File: config.mk
export PLATFORM = sky130hd
export DESIGN_NAME = inst_fetch
export DESIGN_NICKNAME = d
export VERILOG_FILES = /design/src/rtl/inst_fetch_pkg.sv /design/src/rtl/inst_fetch.sv
export SDC_FILE = /design/constraint.sdc
export NUM_CORES = 1
export LEC_CHECK = 0
export ABC_CLOCK_PERIOD_IN_PS = 2000
export BUFFER_PORTS_ARGS = -buffer_cell sky130_fd_sc_hd__buf_2
export CAP_MARGIN = 10
export CORE_MARGIN = 5
export CORE_UTILIZATION = 48
export DETAILED_ROUTE_END_ITERATION = 12
export PLACE_DENSITY_LB_ADDON = 0.15
export SLEW_MARGIN = 20
export SYNTH_ARGS = -nofsm -noshare
export SYNTH_HDL_FRONTEND = slang
export SYNTH_SLANG_ARGS = --single-unit
export TNS_END_PERCENT = 10
File: constraint.sdc
create_clock -name clk -period 2 [get_ports clk]
set_input_delay 0.1 -clock clk [delete_from_list [all_inputs] [get_ports clk]]
set_output_delay 0.1 -clock clk [all_outputs]
set_load 0.05 [all_outputs]
File: src/rtl/inst_fetch_pkg.sv
// Shared constants for the instruction fetch stage:
// FSM state encodings, bus widths and the zero word.
package inst_fetch_pkg;

    localparam int ADDR_W = 32;
    localparam int DATA_W = 32;

    localparam logic [DATA_W-1:0] ZERO_WORD = '0;

    localparam logic [1:0] S_IDLE    = 2'd0;
    localparam logic [1:0] S_REQ     = 2'd1;
    localparam logic [1:0] S_HOLD    = 2'd2;
    localparam logic [1:0] S_DISCARD = 2'd3;

    function automatic logic word_aligned(input logic [ADDR_W-1:0] a);
        return a[1:0] == 2'b00;
    endfunction

endpackage

File: src/rtl/inst_fetch.sv
// Instruction fetch stage: one outstanding ibus request at a time,
// a one-word hold buffer for stalls, flush discard, misaligned fetch.
// Ports: clk, rst (async active-low); pc/ce from PC reg, stall/flush
// from CTRL; ibus_req/addr/ack/rdata bus; pc_read_ready advances PC;
// if_pc/if_inst/if_valid/if_excpt_adel present the fetched slot.
module inst_fetch
    import inst_fetch_pkg::*;
(
    input  logic              clk,
    input  logic              rst,
    input  logic [ADDR_W-1:0] pc,
    input  logic              ce,
    input  logic              stall,
    input  logic              flush,
    output logic              pc_read_ready,
    output logic              ibus_req,
    output logic [ADDR_W-1:0] ibus_addr,
    input  logic              ibus_ack,
    input  logic [DATA_W-1:0] ibus_rdata,
    output logic [ADDR_W-1:0] if_pc,
    output logic [DATA_W-1:0] if_inst,
    output logic              if_valid,
    output logic              if_excpt_adel
);

    logic [1:0]        state;
    logic [DATA_W-1:0] hold_buf;
    logic              start;

    assign start = ce && !stall;

    always_comb begin
        pc_read_ready = 1'b0;
        if (rst && !flush) begin
            if (state == S_REQ && ibus_ack)
                pc_read_ready = 1'b1;
            else if (state == S_IDLE && start && !word_aligned(pc))
                pc_read_ready = 1'b1;
        end
    end

    always_ff @(posedge clk or negedge rst) begin
        if (!rst) begin
            state         <= S_IDLE;
            ibus_req      <= 1'b0;
            ibus_addr     <= '0;
            if_pc         <= '0;
            if_inst       <= ZERO_WORD;
            if_valid      <= 1'b0;
            if_excpt_adel <= 1'b0;
            hold_buf      <= ZERO_WORD;
        end else begin
            // Slot expires unless stalled or refilled below.
            if (!stall) begin
                if_valid      <= 1'b0;
                if_excpt_adel <= 1'b0;
            end
            if (flush) begin
                if_valid      <= 1'b0;
                if_excpt_adel <= 1'b0;
                hold_buf      <= ZERO_WORD;
                // A pending bus cycle must still complete; its word is dropped.
                if (state == S_REQ || state == S_DISCARD) begin
                    if (ibus_ack) begin
                        ibus_req <= 1'b0;
                        state    <= S_IDLE;
                    end else begin
                        state    <= S_DISCARD;
                    end
                end else begin
                    state <= S_IDLE;
                end
            end else begin
                unique case (state)
                    S_IDLE: begin
                        if (start) begin
                            if (word_aligned(pc)) begin
                                ibus_req  <= 1'b1;
                                ibus_addr <= pc;
                                state     <= S_REQ;
                            end else begin
                                if_valid      <= 1'b1;
                                if_excpt_adel <= 1'b1;
                                if_pc         <= pc;
                                if_inst       <= ZERO_WORD;
                            end
                        end
                    end
                    S_REQ: begin
                        if (ibus_ack) begin
                            ibus_req <= 1'b0;
                            if (!stall) begin
                                if_valid <= 1'b1;
                                if_pc    <= ibus_addr;
                                if_inst  <= ibus_rdata;
                                state    <= S_IDLE;
                            end else begin
                                hold_buf <= ibus_rdata;
                                state    <= S_HOLD;
                            end
                        end
                    end
                    S_HOLD: begin
                        // ibus_addr is untouched in HOLD, so it still names the word.
                        if (!stall) begin
                            if_valid <= 1'b1;
                            if_pc    <= ibus_addr;
                            if_inst  <= hold_buf;
                            hold_buf <= ZERO_WORD;
                            state    <= S_IDLE;
                        end
                    end
                    S_DISCARD: begin
                        if (ibus_ack) begin
                            ibus_req <= 1'b0;
                            state    <= S_IDLE;
                        end
                    end
                endcase
            end
        end
    end

endmodule

# Word-level counts from Yosys, hierarchy flattened

Index checks and enable logic that the tools add are counted.

Bits in registers: 133
Input port bits: 70
Output and inout bits: 100
Word-level logic and storage cells: 92

Equality and inequality tests: 15
Mux-type cells: 47
Bitwise operators: 1
Reductions and logical operators: 21

Operators by type and width:

| kind                                                                    | number |
|---|---|
| 32-bit two-way mux                                                      | 13 |
| 32-bit one-hot mux with 3 select lines                                  | 2 |
| 32-bit one-hot mux with 2 select lines                                  | 1 |
| 1-bit two-way mux                                                       | 19 |
| 2-bit two-way mux                                                       | 9 |
| 3-bit inequality test, second input constant                            | 5 |
| 4-bit AND reduction                                                     | 3 |
| 2-bit inequality test, second input constant                            | 5 |
| 5-bit AND reduction                                                     | 2 |
| 3-bit nonzero test                                                      | 3 |
| 2-bit one-hot mux with 4 select lines                                   | 1 |
| 7-bit AND reduction                                                     | 1 |
| 1-bit logical AND                                                       | 5 |
| 2-bit == test, second input constant                                    | 2 |
| 2-bit logical NOT                                                       | 2 |
| 1-bit logical NOT                                                       | 3 |
| 3-bit by 2-bit inequality test with 1-bit output, second input constant | 1 |
| 1-bit one-hot mux with 3 select lines                                   | 1 |
| 2-bit by 1-bit == test with 1-bit output, second input constant         | 1 |
| 2-bit by 1-bit inequality test with 1-bit output, second input constant | 1 |
| 1-bit one-hot mux with 2 select lines                                   | 1 |
| 2-bit OR reduction                                                      | 1 |
| 1-bit logical OR                                                        | 1 |
| 1-bit NOT                                                               | 1 |

# Longest topological paths before layout

Gate-level depths: netlist of the first run.

Word-level depth: 7
Gate-level depth with buffers: 8
Gate-level depth less buffers: 6

# Worst setup path after synthesis of the first run

Ideal clock, no wire load.

Path kind: reg-to-output
Start: register state[1]
End: output port pc_read_ready
Arrival: 2.224 ns
Setup slack: -0.324 ns
Stages on the path, launching flop included: 7
Path buffers: 2
Cell sequence: dfrtp_1 -> inv_1 -> ha_1 -> buf_1 -> clkbuf_1 -> nand2_1 -> a21oi_1

Word-level cells in the longest chain between the ends: 6
Elaborated cells on any way between the ends: 8
Those cells by class: eq/ne (1); mux (3); reduce/logical (4)

Ends and longest elaborated chain:

| item                            | RTL line         | RTL |
|---|---|---|
| start, declared                 | inst_fetch.sv:26 | `logic [1:0] state;` |
| start signal, assigned          | inst_fetch.sv:44 | `state <= S_IDLE;` |
| start signal, assigned          | inst_fetch.sv:66 | `state <= S_IDLE;` |
| start signal, assigned          | inst_fetch.sv:68 | `state <= S_DISCARD;` |
| 2-bit logical NOT               | inst_fetch.sv:37 | `else if (state == S_IDLE && start && !word_aligned(pc))` |
| 1-bit logical AND (2 in series) | inst_fetch.sv:37 |  |
| 1-bit two-way mux               | inst_fetch.sv:37 |  |
| 1-bit two-way mux *             | inst_fetch.sv:35 | `if (state == S_REQ && ibus_ack)` |
| 1-bit two-way mux *             | inst_fetch.sv:34 | `if (rst && !flush) begin` |
| end, declared                   | inst_fetch.sv:15 | `output logic pc_read_ready,` |

Every way passes the cells marked *; elsewhere a longest branch is shown, timed or not.

# Final worst setup path of the first run

Start: register state[0]
End: register if_pc[4]

Word-level cells in the longest chain between the ends: 3
Elaborated cells on any way between the ends: 9
Those cells by class: eq/ne (5); mux (1); reduce/logical (3)

Ends and longest elaborated chain:

| item                                                                         | RTL line          | RTL |
|---|---|---|
| 2-bit by 1-bit == test with 1-bit output (tied with other cells)             | inst_fetch.sv:74  | `unique case (state)` |
| 2-bit inequality test (no line) / 3-bit nonzero test (equally long branches) | -                 |  |
| 5-bit AND reduction (no line)                                                | -                 |  |
| end signal, assigned                                                         | inst_fetch.sv:84  | `if_pc <= pc;` |
| end signal, assigned                                                         | inst_fetch.sv:94  | `if_pc <= ibus_addr;` |
| end signal, assigned                                                         | inst_fetch.sv:107 | `if_pc <= ibus_addr;` |
| end, declared                                                                | inst_fetch.sv:20  | `output logic [ADDR_W-1:0] if_pc,` |

Parallel ways exist; a longest one is shown, timed or not.
A chain may end at the register's enable or synchronous reset.

==> flow_summary.yaml, run 1 <==
run_status:
  status: "finished, final reports clean"
floorplanning:
  die_w_um: 124
  io_pins: 170
  die_h_um: 124
  initial_core_util_pct: 49.3
  die_area_um2: 15500
  num_rows: 41
  core_area_um2: 12700
yosys:
  synth_cells: 550
  synth_commonest_cells: "dfrtp_1, nand2_1, o21ai_0"
  synth_area_per_cell_um2: 11.4
  synth-seq-cells: 133
  synth_edf_count: 0
  yosys.cell_types.count: 36
  ys_seq_area_share_pct: 53.0
  syn_nets: 625
  synth_top_area_share_pct: 53.0
  synth.most_common_cell: "dfrtp_1"
  synthTopCellsByArea: "dfrtp_1, mux2_2, mux2_4, nand2_1, o21ai_0"
  ys_warn_count: 0
  ys_async_sr_fraction_pct: 100
  syn-cell-area_um2: 6270
  yosys.area.top_type: "dfrtp_1"
  synth_flop_cell: "dfrtp_1"
critical_path:
  arrival_ns: 2.20
  cp.required_ns: 2.29
  slowest_delay_ns: 0.39
  reg2reg_from: "state[0]"
  slowest_stage: "dfrtp_1"
  cp-end-kind: "flip-flop"
  crit_path_start: "state[0]"
  cp_cell_sequence: "buf_4 -> ha_1 -> nor2_2 -> nand2_1 -> a211oi_4 -> buf_12 -> mux2_2"
  path_max_fanout: 32
  worstSetupPathType: "reg -> reg"
  start_kind: "flip-flop"
timing:
  finalCritPeriodShare_pct: 95.7
  finalSetupViolCount: 0
  tns_ns: 0
  max_freq_mhz: 522
  fin_ws_ns: 0.0857
  relSlewSlack_pct: 58.7
  fin_skew_ns: 0.00378
  rsz0062_at_grt: "false"
  finalHoldViolations: 0
  drv_slew: 0
  layout_min_cycle_time_ns: 1.91
  timing_worst_slew_pin_value_ns: 0.620
finish:
  drive_gt1_share_pct: 41.7
  antennaDiodeCount: 0
  fin_nets: 853
  fill_cells: 974
  syn_to_final_growth_pct: 37.6
route:
  post_drt_via_cell_ratio: 5.25
  vias: 5052
  drt_iter0_markers: 404
  drcViolationCount: 0
  routed_wl_um: 15800
  wl_per_cell_um: 16.4
  postRouteAntennaNets: 0
  firstDrtPassIters: 4
place:
  place_ws_ns: 0.0320
  portBuffers: 169
  dp_hpwl_um: 10200
  routabilityCongestion: 0.818
grt:
  grt_first_pass_wirelength_um: 26900
  antenna_found_initial: 0
  grtUsageTotal_pct: 20.9
  grt_start_max_net_pins: 115
  grt_pass1_vias: 5296
  grt-ovfl-total: 0
clock_network:
  cts-root-buf: "clkbuf_16"
  cts_num_sinks: 133
  clock_path_buffers: 2
  cts_htree_levels: 4
  path_clk_slew_ns: 0.05
  clock_latency_ns: 0.41
  numCtsBuffers: 17
  cts_tree: "built"
  post_cts_buffers: 0
power:
  power.leakage_nw: 4.19
  ir_worst_vdd_mv: 1.33
  powerDensity_nw_per_um2: 1720
worst_hold_path:
  hp-class: "in -> reg"
  hp-start: "pc[0]"
flow_run:
  maxCapViolations: 0
[power by group]
part	leakage, nW	internal (mW)	switching, mW
clock	0.273	1.76	1.10
sequential	1.72	3.66	0.580
combinational	2.20	2.55	5.15
total	4.19	7.97	6.84
[layer usage]
| metal | routed length [um] | vias up | share of wire [%] | global-route usage, % |
|---|---|---|---|---|
| li1 | - | 2421 | - | - |
| met1 | 6750 | 2445 | 43 | 26.4 |
| met2 | 7870 | 176 | 50 | 34.7 |
| met3 | 1070 | 10 | 6.7 | 6.09 |
| met4 | 134 | 0 | 0.85 | 6.19 |
| met5 | 0 | - | 0 | 0 |
[cell usage in the layout, fill, tap and decap left out, types with 3 or more instances in the layout]
cell / instances
mux2_2: 67
clkbuf_1: 3
clkbuf_16: 17
buf_12: 6
buf_4: 17
o21ai_0: 66
o31ai_1: 33
nand2_1: 100
inv_1: 4
dfrtp_1: 133
clkinv_2: 7
a22o_1: 32
nor2b_1: 3
dlygate4sd3_1: 63
buf_2: 167
mux2_4: 27
ha_1: 3
[area by class of cell]
class	count	area [um2]	share of cell area, %
Sequential cell	133	3330	38.6
Multi-Input combinational cell	367	2790	32.3
Timing Repair Buffer	255	1740	20.1
Clock buffer	22	464	5.38
Tap cell	172	215	2.49
Clock inverter	10	81.3	0.942
Inverter	4	15.0	0.174
[cell families (layout without fill, tap and decap cells)]
| family | after synthesis | after routing | synth area share [%] |
|---|---|---|---|
| compound gates | 146 | 146 | 15.7 |
| fa+ha+maj | 5 | 5 | 0.997 |
| buf+inv | 50 | 291 | 3.53 |
| flops | 133 | 133 | 53.0 |
| mux | 94 | 94 | 18.5 |
| simple gates | 122 | 122 | 8.24 |
[state kept, by name, indices dropped and copies added, names as in the netlist]
signal         cells
ibus_req           1
hold_buf          32
ibus_addr         32
if_excpt_adel      1
if_inst           32
if_valid           1
state              2
if_pc             32
[per-stage QoR]
stage | hold slack (ns) | utilization (%) | std cells | total power [mW] | cell area, um2
2_1_floorplan | -0.196 | - | 550 | 9.92 | 6300
3_3_place_gp | -0.0476 | 58.4 | 868 | 11.7 | 7440
3_5_place_dp | -0.0437 | 58.4 | 868 | 11.9 | 7440
4_1_cts | 0.0745 | 67.7 | 963 | 14.9 | 8610
5_1_grt | 0.104 | 67.9 | 963 | 15.6 | 8630
6_report | 0.0980 | 67.9 | 963 | 14.8 | 8630
[critical path: cells and delay by family (launching register included)]
family / cells / cell delay [ns]
AND/OR/NAND/NOR: 2 / 0.22
adder cells (fa/ha/maj): 1 / 0.21
flip-flops: 1 / 0.39
AO/OA/AOI/OAI: 1 / 0.20
buffers and inverters: 2 / 0.40
multiplexers: 1 / 0.37
[path summary, 6_finish.rpt]
check,cells past startpoint,slack [ns],endpoint
max,7,0.09,if_pc[4]
min,3,0.1,if_pc[0]
max reg2reg,7,0.09,if_pc[4]
min reg2reg,2,0.48,hold_buf[1]
max in group asynchronous,3,1.00,if_pc[17]
min in group asynchronous,2,0.14,if_excpt_adel
[timing repair]
action,CTS,global route
endpoints found under the setup margin,0,89
endpoints found under the hold margin,195,0
hold buffers,63,0
resized for setup,0,9
Note: power is estimated with default switching activity, not from simulation.
==> run 2: changes to the inputs <==
CELL_PAD_IN_SITES_DETAIL_PLACEMENT = 0   (was unset)
CELL_PAD_IN_SITES_GLOBAL_PLACEMENT = 2   (was unset)
CORE_UTILIZATION = 30   (was 48)
==> run 2 against run 1 <==
Effect of this change:
- via count down 1.4%
- sequential power about the same
- critical endpoint is now pc_read_ready
- count of clock-buffer cells in the layout fell by 3
- design area increased by 3.3%
- largest power group unchanged
- total power grew 4.1%
- sequential share of layout area shrank 1.2 points
- critical path type is now reg -> out
- fmax up 0.66%
- global-route usage is 5.9 points lower
- first-iteration DRC count fell by 56%
- hold slack lost 0.0074 ns
- flip-flop and latch count unchanged
==> flow_summary.yaml, run 2 (synthesis results as in run 1) <==
route:
  vias: 4980
  drcViolationCount: 0
  postRouteAntennaNets: 0
  drt_iter0_markers: 179
  firstDrtPassIters: 4
  routed_wl_um: 17400
  post_drt_via_cell_ratio: 4.67
  wl_per_cell_um: 16.3
finish:
  final_common_cell: "buf_2"
  final_cell_mix: "buf_2, dfrtp_1, nand2_1"
  syn_to_final_growth_pct: 42.1
  drive_gt1_share_pct: 42.2
  final_area_um2: 8910
  fill_cells: 2041
  fin_nets: 855
  postLayoutCoreUtil_pct: 42.8
timing:
  fin_skew_ns: 0.00949
  finalCritPeriodShare_pct: 95.1
  rsz0062_at_grt: "true"
  finalHoldViolations: 0
  relSlewSlack_pct: 67.2
  fin_ws_ns: 0.0983
  max_freq_mhz: 526
  layout_min_cycle_time_ns: 1.90
  timing_worst_slew_pin_value_ns: 0.487
  finalSetupViolCount: 0
  drv_slew: 0
power:
  p_total_mw: 15.4
  powerDensity_nw_per_um2: 1730
  power.leakage_nw: 4.23
  ir_worst_vdd_mv: 1.01
clock_network:
  clock_latency_ns: 0.42
  cts_tree: "built"
  post_cts_buffers: 0
  clock_path_buffers: 2
  cts-root-buf: "clkbuf_16"
  numCtsBuffers: 17
  cts_num_sinks: 133
  cts_htree_levels: 4
  path_clk_slew_ns: 0.06
place:
  place_ws_ns: 0.0438
  place_area_um2: 7640
  routabilityCongestion: 0.792
  portBuffers: 169
  dp_hpwl_um: 11500
floorplanning:
  die_h_um: 155
  die_area_um2: 23900
  core_area_um2: 20800
  initial_core_util_pct: 30.1
  die_w_um: 155
  io_pins: 170
  num_rows: 53
critical_path:
  worstSetupPathType: "reg -> out"
  cp-end-kind: "primary output"
  start_kind: "flip-flop"
  rr_worst_depth: 7
  path_max_fanout: 10
  cp.required_ns: 1.90
  arrival_ns: 1.80
worst_hold_path:
  hp-class: "in -> reg"
  hold_depth: 3
grt:
  grt_start_max_net_pins: 71
  grt_first_pass_wirelength_um: 28700
  grt_pass1_vias: 5526
  grt-ovfl-total: 0
  antenna_found_initial: 1
  grtUsageTotal_pct: 14.9
run_status:
  status: "finished, final reports clean"
flow_run:
  maxCapViolations: 0
[run 2: cell type report]
cell class	instances	area (um2)	share of cell area, %
Timing Repair Buffer	257	1790	20.1
Sequential cell	133	3330	37.3
Inverter	4	15.0	0.168
Clock buffer	19	443	4.97
Tap cell	275	344	3.86
Antenna cell	1	2.50	0.0281
Multi-Input combinational cell	367	2810	31.5
Clock inverter	11	178	1.99
[run 2: metrics by stage]
stage               hold WS, ns  TNS (ns)  cells
global placement       -0.00266         0    973
global route             0.0793   -0.0283   1067
finish                   0.0906         0   1067
detailed placement      0.00106         0    973
CTS                      0.0744         0   1066
floorplan                -0.196         0    550
[run 2: worst max-delay path: stages (launching register included)]
cell,delay (ns)
dfrtp_1,0.37
inv_1,0.13
ha_2,0.26
buf_6,0.17
nand2_1,0.12
a21oi_4,0.15
buf_4,0.20
[run 2: routing by layer]
layer | GRT usage (%) | part of all wire [%] | vias up
met2 | 23.8 | 46 | 155
met1 | 18.8 | 45 | 2378
met4 | 4.58 | 1.7 | 0
met3 | 5.93 | 7.9 | 19
li1 | - | - | 2428
met5 | 0 | 0 | -
[run 2: where the power goes]
part | switching [mW] | internal, mW | leakage, nW
registers | 0.550 | 3.66 | 1.72
logic | 5.26 | 2.63 | 2.22
clock network | 1.19 | 2.11 | 0.292
[run 2: path summary, 6_finish.rpt]
path,to,slack [ns],start
worst max-delay path,pc_read_ready,0.1,state[1]
worst min-delay path,ibus_req,0.09,ibus_ack
worst max register to register,if_pc[26],0.1,state[0]
worst min register to register,hold_buf[29],0.48,hold_buf[29]
max in group asynchronous,ibus_addr[14],1.10,rst
min in group asynchronous,if_inst[30],0.13,rst
[run 2: what timing repair did]
action,in CTS,in global routing
pin swaps,0,0
endpoints found under the hold margin,160,0
hold buffers,63,0
gates resized for setup,1,6
cloned,0,0
endpoints found under the setup margin,1,46
==> run 3: changes to the inputs <==
CELL_PAD_IN_SITES_DETAIL_PLACEMENT = unset   (was 0)
CELL_PAD_IN_SITES_GLOBAL_PLACEMENT = unset   (was 2)
CORE_UTILIZATION = 48   (was 30)
SETUP_SLACK_MARGIN = 0.02   (was unset)
==> run 3 against run 2 <==
Effect of this change:
- fmax is 4.4% lower
- combinational power is 1% higher
- global-route usage is 5.9 points higher
- final cell count is 9.3% lower
- wire length is 4.0% lower
- total power is 1.8% lower
- non-clock buffer count is 3 higher
- sequential power is 1% higher
- utilization is 26 points higher
- sequential share of layout area is 0.57 points higher
- critical endpoint is now if_pc[3]
==> flow_summary.yaml, run 3 (synthesis results as in run 1) <==
critical_path:
  rr_worst_depth: 8
  r2r_slack_ns: 0.01
  worstSetupPathType: "reg -> reg"
  cp.required_ns: 2.29
  reg2reg_to: "if_pc[3]"
  arrival_ns: 2.28
  reg2reg_from: "state[0]"
  path_max_fanout: 8
  start_kind: "flip-flop"
  cp-end-kind: "flip-flop"
finish:
  fill_cells: 957
  antennaDiodeCount: 0
  postLayoutCoreUtil_pct: 69.0
  final_common_cell: "buf_2"
  fin_nets: 858
  syn_to_final_growth_pct: 39.9
  drive_gt1_share_pct: 42.5
  final_cell_mix: "buf_2, dfrtp_1, nand2_1"
  final_area_um2: 8780
floorplanning:
  core_area_um2: 12700
  io_pins: 170
  num_rows: 41
  initial_core_util_pct: 49.3
  die_area_um2: 15500
  die_w_um: 124
  die_h_um: 124
worst_hold_path:
  hold_depth: 3
  hp-start: "pc[0]"
  hp-class: "in -> reg"
  hold_path_end: "if_pc[0]"
clock_network:
  cts_tree: "built"
  path_clk_slew_ns: 0.05
  clock_latency_ns: 0.41
  cts_num_sinks: 133
  numCtsBuffers: 17
  cts_htree_levels: 4
  cts-root-buf: "clkbuf_16"
  clock_path_buffers: 2
timing:
  max_freq_mhz: 503
  layout_min_cycle_time_ns: 1.99
  fin_ws_ns: 0.0114
  finalSetupViolCount: 0
  timing_worst_slew_pin_value_ns: 0.619
  finalHoldViolations: 0
  finalCritPeriodShare_pct: 99.4
  fin_skew_ns: 0.00659
  drv_slew: 0
  rsz0062_at_grt: "true"
  relSlewSlack_pct: 58.7
grt:
  grt_pass1_vias: 5296
  grtUsageTotal_pct: 20.9
  grt_first_pass_wirelength_um: 26900
  antenna_found_initial: 0
  grt-ovfl-total: 0
  grt_start_max_net_pins: 115
place:
  dp_hpwl_um: 10200
  place_ws_ns: 0.0320
  portBuffers: 169
  routabilityCongestion: 0.818
  place_area_um2: 7440
power:
  p_total_mw: 15.1
  power.leakage_nw: 4.26
  powerDensity_nw_per_um2: 1720
  ir_worst_vdd_mv: 1.33
route:
  firstDrtPassIters: 4
  post_drt_via_cell_ratio: 5.27
  routed_wl_um: 16700
  vias: 5106
  drcViolationCount: 0
  drt_iter0_markers: 414
  wl_per_cell_um: 17.2
  postRouteAntennaNets: 0
flow_run:
  maxCapViolations: 0
run_status:
  status: "finished, final reports clean"
[run 3: worst max-delay path by stage]
stage | start | end | cells past startpoint
finish | state[0] | if_pc[3] | 8
floorplan | state[1] | pc_read_ready | 6
detailed placement | state[0] | ibus_req | 7
global placement | state[0] | ibus_addr[24] | 6
global route | state[0] | if_pc[3] | 8
CTS | state[1] | pc_read_ready | 6
[run 3: worst max-delay path: stages, from the launching register on]
cell and delay [ns]:
dfrtp_1 0.41, buf_6 0.14, ha_4 0.16, nor2_4 0.11, nand2_2 0.08, a211oi_4 0.29
buf_6 0.17, clkbuf_16 0.16, mux2_2 0.34
[run 3: cell type report]
| type | count | area, um2 | share of cell area, % |
|---|---|---|---|
| clock buffers | 22 | 464 | 5.29 |
| well taps | 172 | 215 | 2.45 |
| multi-input cells | 367 | 2850 | 32.4 |
| clock inverters | 10 | 81.3 | 0.926 |
| repair buffers | 260 | 1830 | 20.9 |
| flip-flops and latches | 133 | 3330 | 37.9 |
| inverters | 4 | 15.0 | 0.171 |
[run 3: power by group]
group / internal [mW] / switching [mW]
sequential: 3.66 / 0.599
clock: 1.76 / 1.12
combinational: 2.73 / 5.27
total: 8.15 / 6.98
[run 3: repair_timing]
item                       4_1_cts  5_1_grt
setup endpoints to repair        1       80
hold buffers                    63        0
buffers inserted                 0        2
hold endpoints to repair       195        0
pin swaps                        0        4
gates resized for setup          1       27
cloned                           0        3
[run 3: stage by stage]
step	setup TNS [ns]	instances	hold slack, ns
floorplan	0	550	-0.196
global placement	0	868	-0.0476
detailed placement	0	868	-0.0437
CTS	0	963	0.0745
global route	-0.598	968	0.102
finish	0	968	0.0940
[run 3: metal layers]
| layer | global-route usage [%] | vias up | part of all wire [%] |
|---|---|---|---|
| met5 | 0 | - | 0 |
| met4 | 6.19 | 0 | 1.2 |
| met3 | 6.09 | 13 | 5.7 |
| met2 | 34.7 | 160 | 50 |
| met1 | 26.4 | 2507 | 43 |
| li1 | - | 2426 | - |
